### src/rtl/pipelined_datapath_v2.sv
// Four-stage in-order integer pipeline (Fetch, Decode/RegRead, Execute, Writeback)
// with fetch stall handshake, optional E/W bypass, interlocks and branch flush.
module pipelined_datapath_v2 #(
  parameter int unsigned              DATA_WIDTH   = 32,
  parameter int unsigned              ADDRESS_SIZE = 32,
  parameter logic [ADDRESS_SIZE-1:0]  BOOT_ADDRESS = 'h1000,
  parameter bit                       FORWARDING   = 1'b1
) (
  input  logic                    clk,
  input  logic                    reset,
  output logic [ADDRESS_SIZE-1:0] imem_addr,
  input  logic                    imem_ready,
  input  logic [31:0]             imem_data,
  output logic                    wb_valid,
  output logic [4:0]              wb_rd,
  output logic [DATA_WIDTH-1:0]   wb_data,
  output logic [31:0]             retired_count,
  output logic [31:0]             stall_count
);

  localparam logic [3:0] OP_ADD  = 4'd0;
  localparam logic [3:0] OP_SUB  = 4'd1;
  localparam logic [3:0] OP_ADDI = 4'd2;
  localparam logic [3:0] OP_AND  = 4'd3;
  localparam logic [3:0] OP_OR   = 4'd4;
  localparam logic [3:0] OP_BEQ  = 4'd5;

  logic [ADDRESS_SIZE-1:0] pc_q, pc_d;
  logic                    fd_valid_q, fd_valid_d;
  logic [31:0]             fd_instr_q, fd_instr_d;
  logic [ADDRESS_SIZE-1:0] fd_pc_q, fd_pc_d;

  logic                    de_valid_q, de_we_q;
  logic [3:0]              de_op_q;
  logic [4:0]              de_rd_q;
  logic [DATA_WIDTH-1:0]   de_a_q, de_b_q;
  logic [12:0]             de_imm_q;
  logic [ADDRESS_SIZE-1:0] de_pc_q;

  logic                    ew_valid_q, ew_we_q;
  logic [4:0]              ew_rd_q;
  logic [DATA_WIDTH-1:0]   ew_data_q;

  logic [31:0]             retired_q, stall_q;
  logic [DATA_WIDTH-1:0]   rf_q [32];

  // Decode field extraction
  logic [3:0]            d_op;
  logic [4:0]            d_rd;
  logic [4:0]            d_rs [2];
  logic [1:0]            d_use, e_hit, w_hit;
  logic                  d_we, d_hazard, stall;
  logic [DATA_WIDTH-1:0] d_opnd [2];

  assign d_op    = fd_instr_q[31:28];
  assign d_rd    = fd_instr_q[27:23];
  assign d_rs[0] = fd_instr_q[22:18];
  assign d_rs[1] = fd_instr_q[17:13];
  assign d_use[0] = (d_op <= OP_BEQ);
  assign d_use[1] = (d_op <= OP_BEQ) && (d_op != OP_ADDI);
  assign d_we     = (d_op <= OP_OR);

  // Execute
  logic [DATA_WIDTH-1:0]   e_imm, e_result;
  logic [ADDRESS_SIZE-1:0] e_target;
  logic                    e_taken;

  assign e_imm    = {{(DATA_WIDTH-13){de_imm_q[12]}}, de_imm_q};
  assign e_target = de_pc_q + ({{(ADDRESS_SIZE-13){de_imm_q[12]}}, de_imm_q} << 2);
  assign e_taken  = de_valid_q && (de_op_q == OP_BEQ) && (de_a_q == de_b_q);

  always_comb begin
    e_result = '0;
    case (de_op_q)
      OP_ADD:  e_result = de_a_q + de_b_q;
      OP_SUB:  e_result = de_a_q - de_b_q;
      OP_ADDI: e_result = de_a_q + e_imm;
      OP_AND:  e_result = de_a_q & de_b_q;
      OP_OR:   e_result = de_a_q | de_b_q;
      default: e_result = '0;
    endcase
  end

  // Per-source hazard detection and operand selection; r0 never matches
  for (genvar gi = 0; gi < 2; gi++) begin : g_src
    assign e_hit[gi] = de_valid_q && de_we_q && (de_rd_q == d_rs[gi]) && (d_rs[gi] != 5'd0);
    assign w_hit[gi] = ew_valid_q && ew_we_q && (ew_rd_q == d_rs[gi]) && (d_rs[gi] != 5'd0);
    if (FORWARDING) begin : g_fwd
      assign d_opnd[gi] = e_hit[gi] ? e_result :
                          w_hit[gi] ? ew_data_q : rf_q[d_rs[gi]];
    end else begin : g_nofwd
      assign d_opnd[gi] = rf_q[d_rs[gi]];
    end
  end

  assign d_hazard = fd_valid_q && (|(d_use & (e_hit | w_hit)));
  assign stall    = !FORWARDING && d_hazard && !e_taken;

  always_comb begin
    pc_d       = pc_q;
    fd_valid_d = fd_valid_q;
    fd_instr_d = fd_instr_q;
    fd_pc_d    = fd_pc_q;
    if (e_taken) begin
      pc_d       = e_target;
      fd_valid_d = 1'b0;
    end else if (!stall) begin
      if (imem_ready) begin
        fd_valid_d = 1'b1;
        fd_instr_d = imem_data;
        fd_pc_d    = pc_q;
        pc_d       = pc_q + ADDRESS_SIZE'(4);
      end else begin
        fd_valid_d = 1'b0;
      end
    end
  end

  always_ff @(posedge clk or negedge reset) begin
    if (!reset) begin
      pc_q       <= BOOT_ADDRESS;
      fd_valid_q <= 1'b0;
      fd_instr_q <= '0;
      fd_pc_q    <= '0;
      de_valid_q <= 1'b0;
      de_we_q    <= 1'b0;
      de_op_q    <= '0;
      de_rd_q    <= '0;
      de_a_q     <= '0;
      de_b_q     <= '0;
      de_imm_q   <= '0;
      de_pc_q    <= '0;
      ew_valid_q <= 1'b0;
      ew_we_q    <= 1'b0;
      ew_rd_q    <= '0;
      ew_data_q  <= '0;
      retired_q  <= '0;
      stall_q    <= '0;
    end else begin
      pc_q       <= pc_d;
      fd_valid_q <= fd_valid_d;
      fd_instr_q <= fd_instr_d;
      fd_pc_q    <= fd_pc_d;
      de_valid_q <= fd_valid_q && !stall && !e_taken;
      de_we_q    <= d_we;
      de_op_q    <= d_op;
      de_rd_q    <= d_rd;
      de_a_q     <= d_opnd[0];
      de_b_q     <= d_opnd[1];
      de_imm_q   <= fd_instr_q[12:0];
      de_pc_q    <= fd_pc_q;
      ew_valid_q <= de_valid_q;
      // Bubbles leave rd/data untouched so the retire port holds its last value
      if (de_valid_q) begin
        ew_we_q   <= de_we_q;
        ew_rd_q   <= de_rd_q;
        ew_data_q <= e_result;
      end
      if (ew_valid_q) retired_q <= retired_q + 32'd1;
      if (stall)      stall_q   <= stall_q + 32'd1;
    end
  end

  always_ff @(posedge clk or negedge reset) begin
    if (!reset) begin
      for (int i = 0; i < 32; i++) rf_q[i] <= '0;
    end else if (ew_valid_q && ew_we_q && (ew_rd_q != 5'd0)) begin
      rf_q[ew_rd_q] <= ew_data_q;
    end
  end

  assign imem_addr     = pc_q;
  assign wb_valid      = ew_valid_q;
  assign wb_rd         = ew_rd_q;
  assign wb_data       = ew_data_q;
  assign retired_count = retired_q;
  assign stall_count   = stall_q;

endmodule

### config.mk
export PLATFORM = sky130hd
export DESIGN_NAME = pipelined_datapath_v2
export DESIGN_NICKNAME = d
export VERILOG_FILES = /design/src/rtl/pipelined_datapath_v2.sv
export SDC_FILE = /design/constraint.sdc
export NUM_CORES = 2
export LEC_CHECK = 0
export CAP_MARGIN = 20
export CORE_MARGIN = 1
export CORE_UTILIZATION = 57
export CTS_CLUSTER_DIAMETER = 150
export DETAILED_ROUTE_END_ITERATION = 7
export GPL_TIMING_DRIVEN = 0
export PLACE_DENSITY = 0.77
export SYNTH_ARGS = -nofsm -noshare
export SYNTH_HDL_FRONTEND = slang
export SYNTH_SLANG_ARGS = --single-unit
### constraint.sdc
create_clock -name clk -period 4.2 [get_ports clk]
set_input_delay 1.26 -clock clk [delete_from_list [all_inputs] [get_ports clk]]
set_output_delay 1.26 -clock clk [all_outputs]
set_load 0.005 [all_outputs]
==> results.txt <==
htree depth = 4
# Max-Cap Violations = 0
die area = 0.129 sq mm
Clk Tree Root Cell = clkbuf_16
via count = 53700
top post-synthesis cells by area = dfrtp_1 45%, mux4_2 20%, mux2_2 16%
CP Launch Type = register
Yosys cell types = 88
LEAKAGE = 37.7 nW
largest net degree at the start of global routing = 185
number of synthesized flops with an enable pin = 0
Post-synth ARST share = 1.00
Core ar. = 0.126 sq mm
Avg Synthesized Cell Area = 13.6 sq um
GRT met3 Usage = 0.191
setup_tns = -3.63 ns
post-synth top area cell = dfrtp_1
port bufs = 135
area share of the largest cell type after synthesis = 0.453
# DRC = 7
drt wl/cell = 34.6 microns
total power = 46.6 mW
Peak VDD IR = 0.492 mV
Worst Tran Pin Value = 1.42 ns
drt total wl = 260 mm
Synth warnings = 0
layout cells sized above 1 = 0.379
fmax = 226 MHz
element type at the critical path end = register
CTS Buf Count = 140
via/cell ratio = 7.14
GR Util met1 = 0.508
most frequent cells in the layout = 1308 x dfrtp_1, 1016 x mux2_2, 630 x mux4_2, 431 x nand2_1, 322 x clkbuf_1
Primary FF master, synth = dfrtp_1
global-route wire length before repair = 372 mm
cell count after placement = 7228
later-pin clock latency in the skew report = 0.81 ns
Yosys reg bits = 1312
crit path kind = register to register
DR iter-0 viols = 7445
endpoints failing hold = 0
RSZ-0062 raised after global routing = yes
Die Wd = 359 microns
Rows = 130
Final ANT Viol Nets = 0
sequential area share after synthesis = 0.453
Nets = 5947
Die H = 359 microns
CTS clk-pin slew, worst paths = 0.06 ns
DP Wirelength = 184 mm
Final WS setup = -0.230 ns
cells after synthesis = 5330
CP arrival = 5.02 ns
violations in the final reports = design-rule violations, negative setup slack
RR Startpoint = fd_instr_q[14]
final core occ = 0.658
maximum clock path buffer count = 3
Placement Setup Slack = -1.47 ns
CTS tree = done
initial antenna violation count = 8
PwrDens = 562 mW/mm^2
area of the multi-input gates = 0.0374 sq mm
Max FO, Critical Path = 10
crit path from = fd_instr_q[14]
clk sinks = 1312
min cycle time layout = 4.43 ns
endpoints failing setup = 33
synthesis-to-layout area growth = 14.3%
post-route insts no fill = 7519
max-slew violation count = 0
min-delay worst type = primary input to asynchronous set/reset pin
outcome = finished, violations left
required time of the critical path = 4.79 ns
Initial Util = 0.576
routing usage on met2 = 0.587
Placer Congestion = 1.08
GRT Resource Usage Total = 0.411
most used routing layer = met2
relative slew slack = 0.0560
Fill cells = 8923
Congestion Overflow GR = 0
vias in the first global route = 52800
I/O pin count = 169
sequential cell area = 0.0328 sq mm
Worst Skew = 0.0462 ns
Final Cycle Share = 1.05
hold buffer count at cts = 0
Worst Reg-to-Reg Cells = 10
Syn Std Cell Area = 0.0725 sq mm
TritonRoute pass-1 iters = 8
most common cell after layout, fill and taps aside = dfrtp_1
path summary, 6_finish.rpt:
check,to,slack (ns)
max reg2reg,de_b_q[15],-0.23
min reg2reg,de_pc_q[12],0.37
max,de_b_q[15],-0.23
min in group clk,de_pc_q[12],0.37
max in group asynchronous,rf_q[137],1.45
min,retired_count[14],0.35
cells in the mapped netlist (all sizes together), types with 4 or more instances:
| cell type | count |
|---|---|
| o21a | 4 |
| a211oi | 27 |
| dfrtp | 1311 |
| o21bai | 14 |
| o211ai | 36 |
| and3 | 13 |
| nand3b | 5 |
| a221oi | 19 |
| nor2 | 158 |
| xor2 | 54 |
| clkbuf | 325 |
| or2 | 6 |
| a31oi | 14 |
| nand4 | 28 |
| mux4 | 630 |
| o311ai | 4 |
| xnor2 | 104 |
| o221ai | 14 |
| nor3 | 31 |
| buf | 191 |
| ha | 163 |
| and4 | 8 |
| o21ai | 124 |
| mux2 | 1016 |
| nor4 | 24 |
| and2 | 9 |
| or3 | 6 |
| o41ai | 4 |
| nand2 | 433 |
| a21o | 26 |
| nor2b | 28 |
| a311oi | 8 |
| or4 | 4 |
| nand2b | 14 |
| inv | 107 |
| o311a | 4 |
| a211o | 8 |
| nor3b | 4 |
| o31ai | 6 |
| a21oi | 162 |
| mux2i | 101 |
| nand3 | 45 |
critical path: stages, from the launching register on:
cell and delay [ns]:
dfrtp_1 0.33, clkbuf_1 0.44, buf_8 0.25, clkbuf_2 0.47, clkbuf_4 0.48, nand2_1 0.10
o21ai_0 0.14, nand4_1 0.36, clkbuf_1 0.48, o211ai_1 0.86, o21ai_0 0.27
area by class of cell:
type                       count  area share
sequential                  1312       0.396
buffer                       515      0.0278
timing repair buffer         244      0.0367
antenna                        9    0.000272
clock inverter                52     0.00710
clock buffer                 204      0.0503
tap                         1650      0.0249
multi-input combinational   3426       0.452
inverter                     107     0.00485
stage by stage:
step	cell area (sq um)	hold slack, ns
floorplan	72600	0.352
global placement	76000	0.357
detailed placement	77400	0.360
CTS	82500	0.350
global route	82900	0.364
finish	82900	0.345
registers in the layout, indices dropped and copies added (netlist names):
register,cells
de_a_q,32
de_b_q,32
de_imm_q,13
de_op_q,4
de_pc_q,32
de_rd_q,5
de_valid_q,1
de_we_q,1
ew_we_q,1
fd_instr_q,32
fd_pc_q,32
fd_valid_q,1
imem_addr,32
retired_count,32
rf_q,1024
wb_data,32
wb_rd,5
wb_valid,1
metal layers:
layer  part of all wire  vias to the layer above
li1                   -                    20700
met2               0.43                     4189
met3               0.15                     1193
met5             0.0027                        -
met4              0.075                       24
met1               0.35                    27600
kinds of logic (layout without fill, tap and decap cells):
group | after synthesis | after routing | share of synthesized area
buffers and inverters | 623 | 1122 | 0.0361
muxes | 1747 | 1747 | 0.368
DFF | 1312 | 1312 | 0.453
xor gates and xnor gates | 158 | 158 | 0.0191
adders and majority gates | 166 | 166 | 0.0290
other | 1 | 41 | 0.0000517
AOI/OAI and AO/OA | 502 | 502 | 0.0451
and+or+nand+nor | 821 | 821 | 0.0502
report_power, final:
group          internal (mW)  total, mW  switching (mW)
combinational           7.35       15.7            8.38
sequential              15.3       17.8            2.52
clock                   7.59       13.1            5.47
timing repair:
item | in CTS | in global routing
endpoints found under the setup margin | 85 | 64
gates cloned | 0 | 0
setup buffers | 8 | 6
gates resized for setup | 61 | 60
hold endpoints to repair | 0 | 0
pin swaps | 6 | 15
Note: power is estimated with default switching activity, not from simulation.
